**config.mk**
```make
export PLATFORM = sky130hd
export DESIGN_NAME = hd_dma_controller
export DESIGN_NICKNAME = d
export VERILOG_FILES = /design/src/rtl/hd_dma_controller.sv
export SDC_FILE = /design/constraint.sdc
export NUM_CORES = 1
export LEC_CHECK = 0
export CAP_MARGIN = 40
export CORE_MARGIN = 2
export CORE_UTILIZATION = 51
export DETAILED_ROUTE_END_ITERATION = 8
export PLACE_DENSITY = 0.87
export SLEW_MARGIN = 20
export SYNTH_ARGS = -nofsm -noshare
export SYNTH_HDL_FRONTEND = slang
export SYNTH_SLANG_ARGS = --single-unit
```
**constraint.sdc**
```tcl
create_clock -name clock -period 5.56 [get_ports clock]
set_input_delay 1.112 -clock clock [delete_from_list [all_inputs] [get_ports clock]]
set_output_delay 1.112 -clock clock [all_outputs]
set_load 0.005 [all_outputs]
```
**src/rtl/hd_dma_controller.sv**
```systemverilog
// hd_dma_controller: single-command block mover between the hard-disk port and
// the data memory. Load (disk->memory) takes 2 cycles/word because the disk read
// data is registered; store (memory->disk) takes 1 cycle/word because the memory
// read is combinational. Range errors and zero-length commands finish in DONE
// without touching either side.
// Optional build macro HDC_CHECKSUM_EN: running mod-2^DATA_WIDTH sum of every
// transferred word; when undefined the checksum output is tied to zero.
module hd_dma_controller #(
    parameter int DATA_WIDTH = 32,
    parameter int ADDR_WIDTH = 1024,
    parameter int TRACKS     = 4
) (
    input  logic                  clock,
    input  logic                  resetN,
    input  logic                  cmdValid,
    output logic                  cmdReady,
    input  logic                  cmdWrite,
    input  logic [DATA_WIDTH-1:0] cmdTrack,
    input  logic [DATA_WIDTH-1:0] cmdTrackPos,
    input  logic [DATA_WIDTH-1:0] cmdMemAddr,
    input  logic [DATA_WIDTH-1:0] cmdLength,
    output logic                  busy,
    output logic                  done,
    output logic                  error,
    output logic [DATA_WIDTH-1:0] checksum,
    output logic [DATA_WIDTH-1:0] hdTrack,
    output logic [DATA_WIDTH-1:0] hdTrackPos,
    output logic [DATA_WIDTH-1:0] hdWriteData,
    output logic                  hdFlag,
    input  logic [DATA_WIDTH-1:0] hdReadData,
    output logic [DATA_WIDTH-1:0] memAddress,
    output logic [DATA_WIDTH-1:0] memWriteData,
    output logic                  memWrite,
    input  logic [DATA_WIDTH-1:0] memReadData
);

    localparam int TPW = ADDR_WIDTH / TRACKS;
    // Wide enough that track*TPW + pos + length can never wrap.
    localparam int EW  = 2 * DATA_WIDTH + 1;

    typedef enum logic [2:0] {
        S_IDLE,
        S_LOAD_ADDR,
        S_LOAD_DATA,
        S_STORE,
        S_DONE
    } state_t;

    state_t r_state, w_next;

    logic [DATA_WIDTH-1:0] r_track, r_pos, r_mem, r_remain;
    logic                  r_err;

    logic          w_accept, w_range_bad, w_len_zero, w_last, w_adv;
    logic [EW-1:0] w_end;

    assign w_accept    = (r_state == S_IDLE) && cmdValid;
    assign w_end       = EW'(cmdTrack) * EW'(TPW) + EW'(cmdTrackPos) + EW'(cmdLength);
    assign w_range_bad = (cmdTrack >= DATA_WIDTH'(TRACKS)) ||
                         (cmdTrackPos >= DATA_WIDTH'(TPW)) ||
                         (w_end > EW'(ADDR_WIDTH));
    assign w_len_zero  = (cmdLength == '0);
    assign w_last      = (r_remain == DATA_WIDTH'(1));
    assign w_adv       = (r_state == S_STORE) || (r_state == S_LOAD_DATA);

    assign hdTrack    = r_track;
    assign hdTrackPos = r_pos;
    assign memAddress = r_mem;
    assign error      = r_err;

    // State register.
    always_ff @(posedge clock or negedge resetN) begin
        if (!resetN) r_state <= S_IDLE;
        else         r_state <= w_next;
    end

    // Next-state decode and per-state strobes / data steering.
    always_comb begin
        w_next       = r_state;
        cmdReady     = 1'b0;
        busy         = 1'b0;
        done         = 1'b0;
        hdFlag       = 1'b0;
        memWrite     = 1'b0;
        hdWriteData  = '0;
        memWriteData = '0;
        case (r_state)
            S_IDLE: begin
                cmdReady = 1'b1;
                if (cmdValid) begin
                    if (w_range_bad || w_len_zero) w_next = S_DONE;
                    else if (cmdWrite)             w_next = S_STORE;
                    else                           w_next = S_LOAD_ADDR;
                end
            end
            S_LOAD_ADDR: begin
                busy   = 1'b1;
                w_next = S_LOAD_DATA;
            end
            S_LOAD_DATA: begin
                busy         = 1'b1;
                memWrite     = 1'b1;
                memWriteData = hdReadData;
                w_next       = w_last ? S_DONE : S_LOAD_ADDR;
            end
            S_STORE: begin
                busy        = 1'b1;
                hdFlag      = 1'b1;
                hdWriteData = memReadData;
                w_next      = w_last ? S_DONE : S_STORE;
            end
            S_DONE: begin
                done   = 1'b1;
                w_next = S_IDLE;
            end
            default: w_next = S_IDLE;
        endcase
    end

    // Latch the command at accept, then step addresses once per transferred word.
    always_ff @(posedge clock or negedge resetN) begin
        if (!resetN) begin
            r_track  <= '0;
            r_pos    <= '0;
            r_mem    <= '0;
            r_remain <= '0;
            r_err    <= 1'b0;
        end else if (w_accept) begin
            r_track  <= cmdTrack;
            r_pos    <= cmdTrackPos;
            r_mem    <= cmdMemAddr;
            r_remain <= cmdLength;
            r_err    <= w_range_bad;
        end else if (w_adv) begin
            r_mem    <= r_mem + 1'b1;
            r_remain <= r_remain - 1'b1;
            if (r_pos == DATA_WIDTH'(TPW - 1)) begin
                r_pos   <= '0;
                r_track <= r_track + 1'b1;
            end else begin
                r_pos   <= r_pos + 1'b1;
            end
        end
    end

`ifdef HDC_CHECKSUM_EN
    logic [DATA_WIDTH-1:0] r_sum;

    // Running sum of transferred words; cleared on accept, held after done.
    always_ff @(posedge clock or negedge resetN) begin
        if (!resetN)       r_sum <= '0;
        else if (w_accept) r_sum <= '0;
        else if (hdFlag)   r_sum <= r_sum + hdWriteData;
        else if (memWrite) r_sum <= r_sum + memWriteData;
    end

    assign checksum = r_sum;
`else
    assign checksum = '0;
`endif

endmodule

```
Word level (Yosys, flattened, before mapping):

Index checks and enable logic that the tools add are counted.

* register bits: 132
* bits of input ports: 196
* logic and storage cells: 56

* $add $sub $neg: 6
* $lt $le $gt $ge: 3
* eq/ne operators: 7
* multiplexer cells: 23
* reduce and logical (&&, ||, !) cells: 11

Operators with widths (count)
* 32-bit 2-to-1 mux: 12
* 32-bit by 1-bit adder with 32-bit output, second input constant: 3
* 41-bit by 32-bit adder with 42-bit output: 1
* 42-bit by 11-bit > comparator with 1-bit output, second input constant: 1
* 40-bit by 32-bit adder with 41-bit output: 1
* 32-bit by 1-bit equality test with 1-bit output, second input constant: 1
* 32-bit by 8-bit equality test with 1-bit output, second input constant: 1
* 32-bit by 3-bit >= comparator with 1-bit output, second input constant: 1
* 32-bit by 9-bit >= comparator with 1-bit output, second input constant: 1
* 32-bit zero test: 1
* 32-bit by 1-bit subtractor with 32-bit output, second input constant: 1
* 3-bit 2-to-1 mux: 4
* 3-bit one-hot mux with 4 select lines: 1
* 3-bit by 2-bit equality test with 1-bit output, second input constant: 2
* 1-bit 2-to-1 mux: 5
* 1-bit logical OR: 4
* 2-bit nonzero test: 2
* 3-bit by 1-bit equality test with 1-bit output, second input constant: 1
* 3-bit equality test, second input constant: 1
* 3-bit zero test: 1
* 3-bit OR reduction: 1
* 2-bit 2-to-1 mux: 1
* 2-bit != test, second input constant: 1
* 2-bit AND reduction: 1
* 1-bit logical AND: 1

Depth between registers and ports, before layout:

* depth in word-level cells: 8
* gate-level depth with buffers: 13
* depth with buffers taken out: 13

Worst setup path after synthesis:

Ideal clock, no wire load.

* kind: in2reg
* from: input port cmdTrack[0]
* to: register r_err, in the netlist error
* setup time: 124 ps
* data arrival time: 3930 ps
* required time: 5436 ps
* slack: 1506 ps
* stages: 13
* buffers on the path: 0
* cells stage by stage: inv_1 fa_1 inv_1 ha_1 a21oi_2 o21ai_0 a211oi_2 o21bai_1 or4b_1 o311ai_1 and4_1 nand3_1 o31a_1

* longest elaborated chain between the ends: 4

Ends and longest elaborated chain
* start, declared: line 18 `input logic [DATA_WIDTH-1:0] cmdTrack,`
* 40-bit by 32-bit adder with 41-bit output: line 58 `assign w_end = EW'(cmdTrack) * EW'(TPW) + EW'(cmdTrackPos) + EW'(cmdLength);`
* 41-bit by 32-bit adder with 42-bit output: line 58
* 42-bit by 11-bit > comparator with 1-bit output: line 61 `(w_end > EW'(ADDR_WIDTH));`
* 1-bit logical OR *: line 60 `(cmdTrackPos >= DATA_WIDTH'(TPW)) ||`
* end signal, assigned: line 133 `r_err <= w_range_bad;`
* end, declared: line 52 `logic r_err;`

Every way passes the cells marked *; elsewhere a longest branch is shown, timed or not.
A chain may end at the register's enable or synchronous reset.

Worst setup path after layout:

* from: input port cmdTrackPos[8]
* to: register r_state[2]

* longest elaborated chain between the ends: 8

Ends and longest elaborated chain
* start, declared: line 19 `input logic [DATA_WIDTH-1:0] cmdTrackPos,`
* 40-bit by 32-bit adder with 41-bit output: line 58
* 41-bit by 32-bit adder with 42-bit output: line 58
* 42-bit by 11-bit > comparator with 1-bit output: line 61
* 1-bit logical OR *: line 60
* 1-bit logical OR *: line 91 `if (w_range_bad || w_len_zero) w_next = S_DONE;`
* 3-bit 2-to-1 mux *: line 91
* 3-bit 2-to-1 mux *: line 90 `if (cmdValid) begin`
* 3-bit one-hot mux with 4 select lines *: line 87 `case (r_state)`
* end signal, assigned: line 74 `else r_state <= w_next;`
* end, declared: line 49 `state_t r_state, w_next;`

Every way passes the cells marked *; elsewhere a longest branch is shown, timed or not. The select of a mux whose other input is x is not followed.

==> out/metrics.yaml <==
outcome:
  status: "completed"
grt:
  grt_max_degree: 90
  grt_pass1_vias: 12500
  grt_pass1_wl_um: 78100
  gr-total-overflow: 0
  grt_antenna_before_repair: 1
  grtUsageTotal_pct: 43.6
power:
  clock_power_share_pct: 32.6
  p_int_w: 0.00255
  pwr-share-seq_pct: 31.9
  finalPower_w: 0.00402
  vdd_drop_max_mv: 0.197
  switching_power_w: 0.00147
  combPwrFrac_pct: 35.6
  p_leak_nw: 6.29
  power_density_mw_per_mm2: 253
  swShare_pct: 36.5
timing:
  slew_viol_final: 0
  period_share_pct: 85.0
  setup_violations: 0
  tightest_slew_ns: 0.835
  grt_setup_unrepaired: "no"
  hold_viol: 0
  finClkSkew_ns: 0.0191
  relSlewSlack_pct: 43.8
  worst_slack_ns: 0.832
  fmax_mhz: 212
  setup-tns-final_ns: 0
  min_period_ns: 4.73
drt:
  postRouteAntennaNets: 0
  routedWlPerCell_um: 26.3
  drt-pass1-iter-count: 9
  drc: 0
  via_per_inst: 6.69
  wl_um: 53300
  vias: 13600
  drt-initial-drc-count: 1573
clock_tree:
  cts_htree_levels: 4
  root_buffer: "clkbuf_16"
  cts.sinks: 132
  post_cts_resized: 0
  hold_buffers: 0
  cts_setup_buffers: 0
  clk_pin_slew_ns: 0.06
  cts_tree: "done"
  numCtsBuffers: 17
  clock_path_buffers: 2
  clk-insertion-delay-late_ns: 0.44
critical_path:
  cpMaxStageDelayCell: "clkdlybuf4s50_1"
  cp-start-kind: "input pin"
  r2r_setup_slack_ns: 2.20
  criticalPathCategory: "in2reg"
  arrival_ns: 5.03
  r2r_start: "hdTrackPos[29]"
  rr_endpoint: "hdTrack[30]"
  cpPeakStageDelay_ns: 0.63
  crit_chain: "clkdlybuf4s50_1, inv_1, fa_1, inv_1, ha_1, a21oi_2, o211ai_1, a21oi_1, nor2_1, nor2_1, o2111ai_1, nor4b_2, nand4_1, o2bb2ai_1"
  required_ns: 5.86
  endpoint_kind: "register"
  path_max_fanout: 6
  ff2ff_path_depth: 10
hold_path:
  hold_depth: 2
  hp-class: "reg2reg"
  hold_path_end: "r_remain[31]"
  hp-start: "r_remain[31]"
cells_and_area:
  final-instance-count-excl-fill: 2027
  fin_nets: 2001
  final_util_pct: 72.6
  fillers: 1686
  drive_gt1_share_pct: 6.30
  antenna_cells: 0
  area_growth_pct: 39.4
synth:
  synth-async-reset-ratio_pct: 100
  synth.largest_area_cell: "dfrtp_1"
  synth_ff_type: "dfrtp_1"
  synth_top_area_share_pct: 29.0
  avgSynthCellArea_sq_um: 8.18
  yosysSeqAreaShare_pct: 29.0
  synth_cell_types: 90
  ys_seq_elements: 132
  synthTopCellsByArea: "dfrtp_1 (29%), nand2_1 (5.6%), o21ai_0 (5.4%), ha_1 (4.9%), fa_1 (4.4%)"
  mappedNetlistArea_sq_mm: 0.0114
  yosysWarnings: 0
  syn_inst: 1395
  synth-edff-count: 0
place:
  dp_slack_ns: 0.486
  post-place-cells: 1993
  place_hpwl_um: 41300
  port-buffer-count: 361
  gp_congestion: 1.08
floorplanning:
  die_height_um: 154
  rows: 54
  die_w_um: 154
  coreArea_sq_mm: 0.0219
  ios: 394
  dieArea_sq_mm: 0.0236
  start_util_pct: 52.1
run:
  max_cap_violations: 0
-- state kept, by name, summed over array words and instances, names as in the netlist --
signal and count:
error 1, hdTrack 32, hdTrackPos 32, memAddress 32, r_remain 32, r_state 3
-- power by group through the flow --
stage | logic, W | clock network, W | registers [W]
CTS | 0.00139 | 0.00129 | 0.00127
floorplan | 0.000758 | 0 | 0.00124
global placement | 0.00136 | 0 | 0.00127
global route | 0.00153 | 0.00133 | 0.00130
finish | 0.00143 | 0.00131 | 0.00128
detailed placement | 0.00137 | 0 | 0.00128
-- worst max-delay path, delay by kind of cell --
family	cells	cell delay, ns
compound gates	5	1.30
simple gates	4	0.91
fa+ha+maj	2	0.88
buf+inv	3	0.81
-- metal layers --
metal  vias to the layer above  global-route usage (%)  part of all wire [%]
met2                      1072                    66.0                    44
met3                       219                    10.6                    12
met5                         -                       0                     0
met4                         0                    28.3                   7.8
met1                      6469                    55.6                    37
li1                       5798                       -                     -
-- cells in the mapped netlist, types with 4 or more instances --
library cell,n
a211oi_1,9
a21o_1,9
a21oi_1,76
a221o_1,22
a222oi_1,9
a22oi_1,17
a31oi_1,12
and2_1,44
and3_1,53
and4_1,10
and4_2,5
buf_1,5
buf_4,35
buf_6,6
clkbuf_1,56
dfrtp_1,132
fa_1,25
ha_1,45
inv_1,36
nand2_1,171
nand2b_1,4
nand3_1,56
nand4_1,42
nor2_1,86
nor2b_1,6
nor3_1,48
nor3b_1,10
nor4_1,37
o211ai_1,18
o21a_1,7
o21ai_0,122
o21ai_1,7
o21bai_1,4
o22ai_1,6
o311ai_0,12
or3_1,6
or4_4,4
xnor2_1,34
xor2_1,32
-- layout make-up --
| cell class | count | area (sq um) | area share (%) |
|---|---|---|---|
| multi-input combinational | 1152 | 7510 | 47.3 |
| timing repair buffer | 396 | 3950 | 24.8 |
| sequential | 132 | 3300 | 20.8 |
| clock buffer | 20 | 447 | 2.81 |
| tap | 280 | 350 | 2.20 |
| clock inverter | 11 | 200 | 1.26 |
| inverter | 36 | 135 | 0.850 |
-- layout by cell type (no fill, tap or decap), drive strengths merged, types with 34 or more instances in the layout --
cell type        n
clkdlybuf4s50  360
nand2          172
dfrtp          132
o21ai          131
nor2            88
a21oi           78
nand3           56
and3            54
nor3            52
ha              45
and2            44
nand4           43
nor4            40
inv             38
buf             36
xnor2           34
-- through the flow --
stage / cell area, sq um / hold WS (ns)
floorplan: 11500 / 0.464
global placement: 15100 / 0.478
detailed placement: 15200 / 0.497
CTS: 15800 / 0.513
global route: 15900 / 0.550
finish: 15900 / 0.517
-- logic make-up (layout without fill, tap and decap cells) --
| logic type | after synthesis | after routing | synth area share, % |
|---|---|---|---|
| and+or+nand+nor | 607 | 607 | 28.3 |
| AOI/OAI and AO/OA | 375 | 375 | 21.7 |
| buffers and inverters | 142 | 463 | 6.42 |
| DFF | 132 | 132 | 29.0 |
| adders and majority gates | 70 | 70 | 9.33 |
| xor gates and xnor gates | 66 | 66 | 5.07 |
| muxes | 2 | 2 | 0.197 |
| other | 1 | 32 | 0.0329 |
-- worst max-delay path by stage --
stage | start | endpoint | slack [ns] | depth (start not counted)
detailed placement | cmdTrackPos[8] | r_state[2] | 0.49 | 14
global placement | cmdLength[16] | error | 0.56 | 11
CTS | cmdTrackPos[8] | r_state[2] | 0.93 | 14
global route | cmdLength[16] | r_state[2] | 0.66 | 11
floorplan | cmdTrack[0] | error | 1.51 | 13
finish | cmdTrackPos[8] | r_state[2] | 0.83 | 14
No activity file was read; power rests on OpenSTA's default activity.
